<file path="src/rtl/bit_serial_adder.sv">
// Bit-serial W-bit unsigned adder: one full-adder slice (two half adders plus a
// carry flop) consumes the operands LSB-first, one bit per clock, behind a start/done handshake.
//
// state | meaning
// IDLE  | waiting for start; SUM/COUT hold the last result
// SHIFT | one operand bit pair added per cycle, W cycles in total
// DONE  | one-cycle done pulse; SUM/COUT already valid
module bit_serial_adder #(
  parameter int W = 4
) (
  input  logic         clk,
  input  logic         rst,
  input  logic         start,
  input  logic [W-1:0] A,
  input  logic [W-1:0] B,
  output logic         busy,
  output logic         done,
  output logic [W-1:0] SUM,
  output logic         COUT
);

  localparam int CW = (W > 1) ? $clog2(W) : 1;
  localparam int RW = (W > 1) ? W - 1 : 1;
  localparam logic [CW-1:0] LAST = CW'(W - 1);

  typedef enum logic [1:0] {IDLE, SHIFT, DONE} state_t;

  state_t          state, state_nxt;
  logic [W-1:0]    ra, rb;
  logic [RW-1:0]   racc;
  logic [W-1:0]    racc_nxt;
  logic            carry;
  logic [CW-1:0]   count;
  logic            s1, c1, sbit, c2, nxt_carry;

  function automatic logic [1:0] half_add(input logic a, input logic b);
    return {a & b, a ^ b};
  endfunction

  always_comb begin
    {c1, s1}   = half_add(ra[0], rb[0]);
    {c2, sbit} = half_add(s1, carry);
    nxt_carry  = c1 | c2;
  end

  // racc keeps only the W-1 partial bits already produced; the slice output
  // completes the word, so the final sum is available on the last SHIFT edge.
  generate
    if (W == 1) begin : g_w1
      assign racc_nxt = sbit;
    end else begin : g_wn
      assign racc_nxt = {sbit, racc};
    end
  endgenerate

  always_comb begin
    state_nxt = state;
    unique case (state)
      IDLE:    if (start) state_nxt = SHIFT;
      SHIFT:   if (count == LAST) state_nxt = DONE;
      DONE:    state_nxt = IDLE;
      default: state_nxt = IDLE;
    endcase
  end

  assign busy = (state == SHIFT);
  assign done = (state == DONE);

  always_ff @(posedge clk) begin
    if (rst) begin
      state <= IDLE;
      ra    <= '0;
      rb    <= '0;
      racc  <= '0;
      carry <= 1'b0;
      count <= '0;
      SUM   <= '0;
      COUT  <= 1'b0;
    end else begin
      state <= state_nxt;
      unique case (state)
        IDLE: begin
          if (start) begin
            ra    <= A;
            rb    <= B;
            carry <= 1'b0;
            count <= '0;
          end
        end
        SHIFT: begin
          ra    <= ra >> 1;
          rb    <= rb >> 1;
          racc  <= racc_nxt[W-1 -: RW];
          carry <= nxt_carry;
          count <= count + 1'b1;
          if (count == LAST) begin
            SUM  <= racc_nxt;
            COUT <= nxt_carry;
          end
        end
        default: ;
      endcase
    end
  end

endmodule
</file>
<file path="config.mk">
export PLATFORM = sky130hd
export DESIGN_NAME = bit_serial_adder
export DESIGN_NICKNAME = d
export VERILOG_FILES = /design/src/rtl/bit_serial_adder.sv
export SDC_FILE = /design/constraint.sdc
export NUM_CORES = 1
export LEC_CHECK = 0
export BUFFER_PORTS_ARGS = -buffer_cell sky130_fd_sc_hd__buf_4
export CAP_MARGIN = 20
export CORE_MARGIN = 3
export CORE_UTILIZATION = 52
export CTS_CLUSTER_SIZE = 28
export DETAILED_ROUTE_END_ITERATION = 10
export HOLD_SLACK_MARGIN = 0.08
export PLACE_DENSITY = 0.78
export SLEW_MARGIN = 15
export SYNTH_ARGS = -nofsm -noshare
export SYNTH_HDL_FRONTEND = slang
export SYNTH_SLANG_ARGS = --single-unit
</file>
<file path="constraint.sdc">
create_clock -name clk -period 1.5 [get_ports clk]
set_input_delay 0.075 -clock clk [delete_from_list [all_inputs] [get_ports clk]]
set_output_delay 0.075 -clock clk [all_outputs]
set_load 0.005 [all_outputs]
</file>
==> results of run 1 <==
-- cell usage in the layout (no fill, tap or decap), drive strengths merged, types with 2 or more instances in the layout --
cell          n
nor2b         2
dlygate4sd3   2
a22oi         4
a211oi        7
a21oi         5
nor2         15
nand3         5
dfxtp        21
mux2i        10
clkbuf        4
nand2         5
buf          19
-- metal layers --
layer	vias up	GRT usage, %	part of all wire [%]
li1	347	-	-
met1	305	19.50	46
met2	12	25.13	46
met3	5	6.767	5.4
met4	0	8.065	2.4
met5	-	0	0
-- through the flow --
stage	power, mW	instance area, µm²
after floorplan	0.7188	900.9
after global placement	0.7493	1026
after detailed placement	0.7540	1026
after CTS	1.029	1072
after global routing	1.059	1072
final	1.008	1072
-- final timing paths --
path	to	from	slack (ps)	cells after the start
setup / recovery	busy	state[1]	250	2
hold / removal	state[0]	start	90	3
setup reg to reg	ra[1]	state[0]	320	4
hold reg to reg	SUM[2]	SUM[2]	460	2
-- area by class of cell --
cell class / count / area [µm²] / share of cell area [%]
Multi-Input combinational cell: 60 / 439.2 / 40.96
Sequential cell: 21 / 420.4 / 39.21
Timing Repair Buffer: 21 / 162.7 / 15.17
Clock buffer: 4 / 26.28 / 2.450
Tap cell: 16 / 20.02 / 1.867
Inverter: 1 / 3.754 / 0.3501
-- flip-flops by register name, summed over array words and instances (netlist names) --
register / flops
ra: 4
SUM: 4
COUT: 1
carry: 1
state: 2
count: 2
racc: 3
rb: 4
-- what timing repair did --
action | CTS | global route
hold buffers | 2 | 0
endpoints found under the hold margin | 2 | 0
setup buffers | 0 | 0
-- critical path: stages, from the launching register on --
cell and delay, ps:
dfxtp_1 400, nor2b_4 300, buf_4 170
-- cell usage after synthesis --
library cell | n | area share (%)
inv_1 | 1 | 0.42
a211oi_2 | 7 | 9.7
nor2_1 | 15 | 6.2
nor2b_1 | 1 | 0.69
nand2_1 | 5 | 2.1
buf_8 | 1 | 1.7
o21bai_1 | 1 | 0.83
nand3b_1 | 1 | 0.83
nor2b_4 | 1 | 1.5
nor3_1 | 1 | 0.56
a21oi_1 | 5 | 2.8
o21ba_4 | 1 | 1.8
buf_4 | 2 | 1.7
mux2i_1 | 10 | 11
clkbuf_1 | 1 | 0.42
ha_1 | 1 | 1.4
fa_1 | 1 | 2.2
a22oi_1 | 4 | 3.3
dfxtp_1 | 21 | 47
nand3_1 | 5 | 2.8
buf_1 | 1 | 0.42
nor3b_1 | 1 | 0.83
-- kinds of logic (layout without fill, tap and decap cells) --
group,after synthesis,after routing,share of synthesized area [%]
AOI/OAI and AO/OA,18,18,18.47
muxes,10,10,11.11
and+or+nand+nor,30,30,15.56
DFF,21,21,46.67
buffers and inverters,6,26,4.581
adders and majority gates,2,2,3.611
-- report_power, final --
part | internal, mW | switching (mW)
Clock | 0.104 | 0.161
Sequential | 0.584 | 0.0173
Combinational | 0.0728 | 0.0696
==> out/results.txt, run 1 <==
Tcrit/Tclk final: 83.31%
Peak VDD IR: 0.0008426 V
Seq/Total Area, Yosys: 46.67%
Worst EP required: 1420 ps
Number of H-tree levels: 1
Fin cells: 123
# DRC: 0
Synth Register Bits: 21
Setup TNS Final: 0 ps
Tmin final: 1250 ps
Max_cap viols: 0
Final WS setup: 250.3 ps
Fin. max-slew vios: 0
Die area: 0.002268 mm²
Setup WS pre-CTS: 327.1 ps
Pin count of the biggest net entering global routing: 22
Core Region: 0.001577 mm²
First-pass GRT wire length: 2504 µm
Post-synth cell types: 22
Avg Vias per Cell: 5.439
Kind of end point of the critical path: output pin
RSZ-0062 raised after global routing: no
Final hold vios: 0
Worst hold path class: input port to flop
Synthesized area per cell: 10.35 µm²
Crit path DAT: 1170 ps
Drt first-iter violations: 5
Routability congestion estimate: 0.7401
Average wire per standard cell: 12.73 µm
CP Max Fanout: 12
Input/output buffers: 17
Slew headroom: 75.23%
Leakage power: 0.4394 nW
Post-Syn Area: 900.9 µm²
Worst skew pair latency: 300 ps
CTS Root Cell: clkbuf_4
Ant diodes: 0
Die Wd: 47.62 µm
Cell Rows: 14
Layout cells sized above 1: 28.97%
Setup violators final: 0
Status: finished, final reports clean
Synth Instances: 87
Final Util: 68.02%
Ports: 18
GRT Util Overall: 16.28%
Antenna viol nets, final: 0
Vias in the first global route: 583
CTS sink count: 21
Actual slew at the worst max-slew pin: 370.7 ps
Syn Nets: 100
Kind of critical path: flop to output pin
Fillcell total: 136
Initial antenna violation count: 0
Vias: 669
Min Hold Slack: 85.04 ps
Initial Util: 57.14%
Grt total ovfl: 0
Max Root-Sink Buffers: 2
Count of yosys warnings during synthesis: 0
Post-CTS Resized: 0
Die Ht: 47.62 µm
Fmax: 800.2 MHz
Number of buffers created by CTS: 3
Pre-Repair DR Iteration Count: 4
Pwr/cell area: 940.1 mW/mm²
Overall routed net length: 1566 µm
Post-Route Skew: 3.367 ps
Startpoint Class: flop
Cells after DPL: 117
CTS tree: yes
Final net count: 121
Clock Pin Slew Worst Setup and Hold Paths: 110 ps
Dpl hpwl: 1130 µm
Layout area overhead: 19.03%
(Power assumes the default switching activity.)
==> inputs of run 2 (changes only) <==
--- a/config.mk
+++ b/config.mk
@@ -8,11 +8,11 @@
 export BUFFER_PORTS_ARGS = -buffer_cell sky130_fd_sc_hd__buf_4
 export CAP_MARGIN = 20
 export CORE_MARGIN = 3
-export CORE_UTILIZATION = 52
+export CORE_UTILIZATION = 47
 export CTS_CLUSTER_SIZE = 28
 export DETAILED_ROUTE_END_ITERATION = 10
 export HOLD_SLACK_MARGIN = 0.08
-export PLACE_DENSITY = 0.78
+export PLACE_DENSITY = 0.75
 export SLEW_MARGIN = 15
 export SYNTH_ARGS = -nofsm -noshare
 export SYNTH_HDL_FRONTEND = slang
==> constraint.sdc (replaced) <==
create_clock -name clk -period 1 [get_ports clk]
set_input_delay 0.05 -clock clk [delete_from_list [all_inputs] [get_ports clk]]
set_output_delay 0.05 -clock clk [all_outputs]
set_load 0.005 [all_outputs]
==> run 2 against run 1 <==
The flow now finishes with violations (negative setup slack). Cell area rose by 30%. Clock-buffer cell count did not move. Clock skew hardly changed. Core utilization is 11 points higher. Critical path depth increased by 1. Die area increased by 9.3%.
==> out/results.txt, run 2 (synthesis results as in run 1) <==
Grt total ovfl: 0 (unchanged)
Overall Power: 1.686 mW (was 1.008 mW)
Fin. max-slew vios: 0 (unchanged)
Kind of critical path: flop to flop (was flop to output pin)
Antenna viol nets, final: 0 (unchanged)
Flop2flop setup slack: -180 ps (was 320 ps)
Worst EP required: 1240 ps (was 1420 ps)
# DRC: 0 (unchanged)
Fmax: 850.5 MHz
Input/output buffers: 17 (unchanged)
Cells on Worst Hold Path: 2 (was 3)
Final WS setup: -175.7 ps (was 250.3 ps)
Setup violators final: 19 (was 0)
Tmin final: 1176 ps
Pwr/cell area: 1206 mW/mm² (was 940.1 mW/mm²)
Worst skew pair latency: 290 ps (was 300 ps)
Register area: 434.2 µm² (was 420.4 µm²)
Pre-Repair DR Iteration Count: 3 (was 4)
Post-route cell area: 0.001398 mm² (was 0.001072 mm²)
Commonest non-fill, non-tap cell in the layout: buf_4 (was dfxtp_1)
CP max stage delay: 600 ps (was 400 ps)
Multi-input gate area: 609.3 µm² (was 439.2 µm²)
R2R depth: 3 (was 4)
First-pass GRT wire length: 3360 µm (was 2504 µm)
Origin of the critical flop-to-flop path: ra[0] (was state[0])
Vias: 761 (was 669)
CP cell instances: fa_2 -> nand3_2 -> a21oi_2 (was nor2b_4 -> buf_4)
Overall routed net length: 2281 µm (was 1566 µm)
Failing checks: negative setup slack
Dpl hpwl: 1223 µm (was 1130 µm)
Ports: 18 (unchanged)
Max_cap viols: 0 (unchanged)
Pin count of the biggest net entering global routing: 22 (unchanged)
Tcrit/Tclk final: 117.6%
Cell Rows: 15 (was 14)
Status: complete, but fails checks (was finished, final reports clean)
Ant diodes: 0 (unchanged)
Core Region: 0.001764 mm² (was 0.001577 mm²)
Avg Vias per Cell: 5.322 (was 5.439)
Met2 WL: 1217 µm (was 725 µm)
Peak VDD IR: 0.0009772 V (was 0.0008426 V)
Number of H-tree levels: 1 (unchanged)
Drt first-iter violations: 11 (was 5)
Cell family with most CP delay: adder cells (was flip-flops)
Worst hold path class: input port to flop (unchanged)
Placed inst area: 0.001122 mm² (was 0.001026 mm²)
Average wire per standard cell: 15.95 µm (was 12.73 µm)
Die area: 0.002478 mm² (was 0.002268 mm²)
FF-to-FF End: SUM[3] (was ra[1])
Final Util: 79.22% (was 68.02%)
Layout cells sized above 1: 58.47% (was 28.97%)
Slew headroom: 81.75% (was 75.23%)
CTS Root Cell: clkbuf_4 (unchanged)
Met1 WL: 978 µm (was 718 µm)
Crit path DAT: 1420 ps (was 1170 ps)
CTS tree: yes (unchanged)
Clock Pin Slew Worst Setup and Hold Paths: 110 ps (about the same)
Startpoint Class: flop (unchanged)
Initial antenna violation count: 0 (unchanged)
CTS sink count: 21 (unchanged)
RSZ-0062 raised after global routing: yes (was no)
Bufs and invs on worst path: 0 (was 1)
Met3 wire len: 53 µm (was 84 µm)
GRT Util Overall: 17.47% (was 16.28%)
Number of buffers created by CTS: 3 (unchanged)
CP max-delay cell: fa_2 (was dfxtp_1)
Final net count: 132 (was 121)
Hold path start: rst (was start)
Highest-count cells in the layout ignoring fill and taps: buf_4, dfxtp_1, nor2_1 (was dfxtp_1, buf_4, nor2_1)
Post-Route Skew: 3.123 ps (was 3.367 ps)
Setup WS pre-CTS: -162.8 ps (was 327.1 ps)
Initial Util: 51.06% (was 57.14%)
Top Metal Used: met4 (unchanged)
Routability congestion estimate: 0.7027 (was 0.7401)
CP Max Fanout: 2 (was 12)
Layout area overhead: 55.14% (was 19.03%)
Leakage power: 0.5216 nW (was 0.4394 nW)
Final hold vios: 0 (unchanged)
End point of the worst hold path: carry (was state[0])
Worst setup startpoint: ra[0] (was state[1])
Top flop regs: SUM x4, ra x4, rb x4 (unchanged)
Die Ht: 49.78 µm (was 47.62 µm)
Vias in the first global route: 781 (was 583)
Die Wd: 49.78 µm (was 47.62 µm)
Max Root-Sink Buffers: 2 (unchanged)
Fillcell total: 115 (was 136)
Kind of end point of the critical path: flop (was output pin)
Actual slew at the worst max-slew pin: 273.8 ps (was 370.7 ps)
## run 2: cell types whose count changed in the layout (fill, tap and decap cells not counted), moves of 5 or more
| cell | change |
|---|---|
| buf_6 | +8 |
| dfxtp_1 | -7 |
| dfxtp_2 | +5 |
| mux2i_1 | -5 |
| mux2i_4 | +5 |
| nand3_1 | -5 |
| nand3_2 | +5 |
## run 2: worst max path at each step
stage               endpoint  slack [ps]  cells past startpoint
floorplan            racc[2]         -80                      3
global placement      SUM[3]        -150                      3
detailed placement    SUM[3]        -160                      3
CTS                   SUM[3]        -190                      3
global route         racc[2]        -210                      3
finish                SUM[3]        -180                      3
## run 2: final cells by class
type,count,area share [%]
inverters,1,0.2686
multi-input cells,61,43.60
flip-flops and latches,21,31.07
clock buffers,4,1.880
repair buffers,31,20.95
well taps,25,2.238
## run 2: per-layer routing
layer  GRT usage (%)  vias up
li1                -      372
met2           32.16       12
met4           5.530        0
met3           3.625        4
met1           19.81      373
met5               0        -
## run 2: where the power goes
group	internal, mW	switching (mW)	leakage, nW
registers	0.876	0.0402	0.175
logic	0.214	0.166	0.332
clock network	0.155	0.235	0.0150
total	1.25	0.440	0.522
## run 2: stage by stage
stage / cells / TNS [ps] / hold WS [ps]
2_1_floorplan: 87 / -328.2 / 114.6
5_1_grt: 143 / -2691 / 78.45
4_1_cts: 143 / -1270 / 84.94
3_5_place_dp: 132 / -1436 / 300.6
3_3_place_gp: 132 / -977.3 / 294.9
6_report: 143 / -1720 / 92.43
## run 2: what timing repair did
item                                    CTS  global route
setup buffers                             5             0
hold buffers                              2             0
endpoints found under the hold margin     2             0
endpoints found under the setup margin   21            21
pin swaps                                 8            10
resized for setup                        23            20
cloned                                    1             0
==> inputs of run 3 (changes only) <==
--- a/config.mk
+++ b/config.mk
@@ -7,12 +7,14 @@
 export LEC_CHECK = 0
 export BUFFER_PORTS_ARGS = -buffer_cell sky130_fd_sc_hd__buf_4
 export CAP_MARGIN = 20
+export CELL_PAD_IN_SITES_DETAIL_PLACEMENT = 2
+export CELL_PAD_IN_SITES_GLOBAL_PLACEMENT = 2
 export CORE_MARGIN = 3
-export CORE_UTILIZATION = 47
+export CORE_UTILIZATION = 29
 export CTS_CLUSTER_SIZE = 28
 export DETAILED_ROUTE_END_ITERATION = 10
 export HOLD_SLACK_MARGIN = 0.08
-export PLACE_DENSITY = 0.75
+export PLACE_DENSITY = 0.73
 export SLEW_MARGIN = 15
 export SYNTH_ARGS = -nofsm -noshare
 export SYNTH_HDL_FRONTEND = slang
==> run 3 against run 2 <==
The flow still finishes with violations (negative setup slack). Global-route usage down 3.2 points. Critical path depth unchanged. Core utilization fell by 33 points. Flip-flop and latch count unchanged. Combinational power fell by 15%. Hold slack better by 1.1 ps. Clock power is 5.9% higher. Highest routed layer unchanged.
==> out/results.txt, run 3 (synthesis results as in run 1) <==
CP max stage delay: 580 ps (was 600 ps)
Pwr/cell area: 1256 mW/mm² (was 1206 mW/mm²)
R2R depth: 3 (unchanged)
Final hold vios: 0 (unchanged)
Pin count of the biggest net entering global routing: 22 (unchanged)
Core Region: 0.002853 mm² (was 0.001764 mm²)
Die Ht: 61.74 µm (was 49.78 µm)
Worst hold path class: input port to flop (unchanged)
Hold path start: start (was rst)
Tcrit/Tclk final: 117.8% (was 117.6%)
Routability congestion estimate: 0.6852 (was 0.7027)
CP cell instances: fa_2 -> nand3_2 -> a21oi_2 (unchanged)
Final WS setup: -178.0 ps (was -175.7 ps)
Status: complete, but fails checks (unchanged)
Worst skew pair latency: 300 ps (was 290 ps)
Final Util: 46.14% (was 79.22%)
Fin cells: 150 (was 143)
Layout cells sized above 1: 55.46% (was 58.47%)
GRT Util Overall: 14.24% (was 17.47%)
Layout area overhead: 46.11% (was 55.14%)
Clock Pin Slew Worst Setup and Hold Paths: 120 ps (was 110 ps)
Die Wd: 61.74 µm (was 49.78 µm)
Avg Vias per Cell: 5.127 (was 5.322)
CTS sink count: 21 (unchanged)
Internal power: 1.211 mW (was 1.245 mW)
Sequential Power Share: 55.4% (was 54.3%)
Clock power share: 25.0% (was 23.1%)
FF-to-FF End: SUM[3] (unchanged)
Tmin final: 1178 ps (was 1176 ps)
Average wire per standard cell: 16.98 µm (was 15.95 µm)
Number of buffers created by CTS: 3 (unchanged)
RSZ-0062 raised after global routing: yes (unchanged)
Post-Route Skew: 6.716 ps (was 3.123 ps)
Vias in the first global route: 810 (was 781)
CP Max Fanout: 2 (unchanged)
Die area: 0.003811 mm² (was 0.002478 mm²)
NetSw: 442.5 µW (was 440.5 µW)
Comb pwr share: 19.6% (was 22.5%)
Failing checks: negative setup slack (unchanged)
Flop2flop setup slack: -180 ps (about the same)
Slew headroom: 81.31% (was 81.75%)
Sw Ratio: 26.77% (was 26.13%)
Setup violators final: 21 (was 19)
First-pass GRT wire length: 3877 µm (was 3360 µm)
Ant diodes: 0 (unchanged)
Final net count: 133 (was 132)
Cell family with most CP delay: adder cells (unchanged)
Cells after DPL: 137 (was 132)
Startpoint Class: flop (unchanged)
Min Hold Slack: 93.57 ps (was 92.43 ps)
Number of H-tree levels: 1 (unchanged)
Fmax: 848.9 MHz (was 850.5 MHz)
# DRC: 0 (unchanged)
Overall routed net length: 2547 µm (was 2281 µm)
Setup TNS Final: -1941 ps (was -1720 ps)
Worst EP required: 1250 ps (was 1240 ps)
Cells on Worst Hold Path: 3 (was 2)
Actual slew at the worst max-slew pin: 280.3 ps (was 273.8 ps)
Setup WS pre-CTS: -167.5 ps (was -162.8 ps)
Origin of the critical flop-to-flop path: ra[0] (unchanged)
Initial antenna violation count: 0 (unchanged)
Dpl hpwl: 1587 µm (was 1223 µm)
Max_cap viols: 0 (unchanged)
End point of the worst hold path: state[0] (was carry)
Input/output buffers: 17 (unchanged)
Pre-Repair DR Iteration Count: 4 (was 3)
Max Root-Sink Buffers: 2 (unchanged)
Top flop regs: SUM x4, ra x4, rb x4 (unchanged)
Commonest non-fill, non-tap cell in the layout: buf_4 (unchanged)
Antenna viol nets, final: 0 (unchanged)
CTS Root Cell: clkbuf_4 (unchanged)
Kind of critical path: flop to flop (unchanged)
Placed inst area: 0.001110 mm² (was 0.001122 mm²)
Grt total ovfl: 0 (unchanged)
Kind of end point of the critical path: flop (unchanged)
CP max-delay cell: fa_2 (unchanged)
Cell Rows: 19 (was 15)
Peak VDD IR: 0.0006281 V (was 0.0009772 V)
Initial Util: 31.58% (was 51.06%)
Overall Power: 1.653 mW (was 1.686 mW)
Crit path DAT: 1430 ps (was 1420 ps)
Drt first-iter violations: 18 (was 11)
Ports: 18 (unchanged)
Highest-count cells in the layout ignoring fill and taps: buf_4, dfxtp_1, nor2_1, mux2i_1, a211oi_2 (was buf_4, dfxtp_1, nor2_1)
Bufs and invs on worst path: 0 (unchanged)
Leakage power: 0.5108 nW (was 0.5216 nW)
Post-route cell area: 0.001316 mm² (was 0.001398 mm²)
CTS tree: yes (unchanged)
Vias: 769 (was 761)
Fin. max-slew vios: 0 (unchanged)
run 3: cell types whose count changed in the layout (fill, tap and decap cells not counted), moves of 3 or more:
cell     before  now
nor2_1       14    9
nand3_2       5    2
buf_4        19   24
nor2_2        1    4
mux2i_4       5    0
buf_6         8    5
mux2i_1       5    9
run 3: worst register-to-register path, cell delays in order, from the launching register on:
cell and delay [ps]:
dfxtp_4 370, fa_2 590, nand3_2 70, a21oi_2 110
run 3: how the worst max path moves through the flow:
stage	depth (start not counted)	endpoint	from	slack (ps)
CTS	3	SUM[3]	carry	-180
global route	5	racc[0]	state[0]	-240
finish	3	SUM[3]	ra[0]	-180
global placement	3	SUM[3]	carry	-130
floorplan	3	racc[2]	carry	-80
detailed placement	4	ra[2]	state[0]	-170
run 3: final cells by class:
type | instances | area (µm²)
fill | 305 | 1536
multi-input combinational | 61 | 534.3
sequential | 21 | 436.7
timing repair buffer | 32 | 276.5
tap | 31 | 38.79
clock buffer | 4 | 26.28
inverter | 1 | 3.754
run 3: power by group through the flow:
stage                     clock (mW)  combinational [mW]  sequential (mW)
after detailed placement           0               0.250            0.926
after CTS                      0.422               0.294            0.916
after global placement             0               0.241            0.923
after global routing           0.479               0.354            0.923
after floorplan                    0               0.166            0.918
final                          0.413               0.323            0.917
run 3: layer usage:
metal | vias to the layer above | wire length [µm] | track usage [%]
met1 | 383 | 1090 | 18.28
met3 | 2 | 63 | 3.099
met5 | - | 0 | 0
met2 | 9 | 1376 | 23.77
met4 | 0 | 16 | 4.545
li1 | 375 | - | -
run 3: timing repair:
action                                 in CTS  in global routing
setup buffers                               4                  3
resized for setup                          18                 15
pin swaps                                   5                  8
hold buffers                                2                  0
endpoints found under the hold margin       2                  0
setup endpoints to repair                  23                 23
cloned                                      1                  0
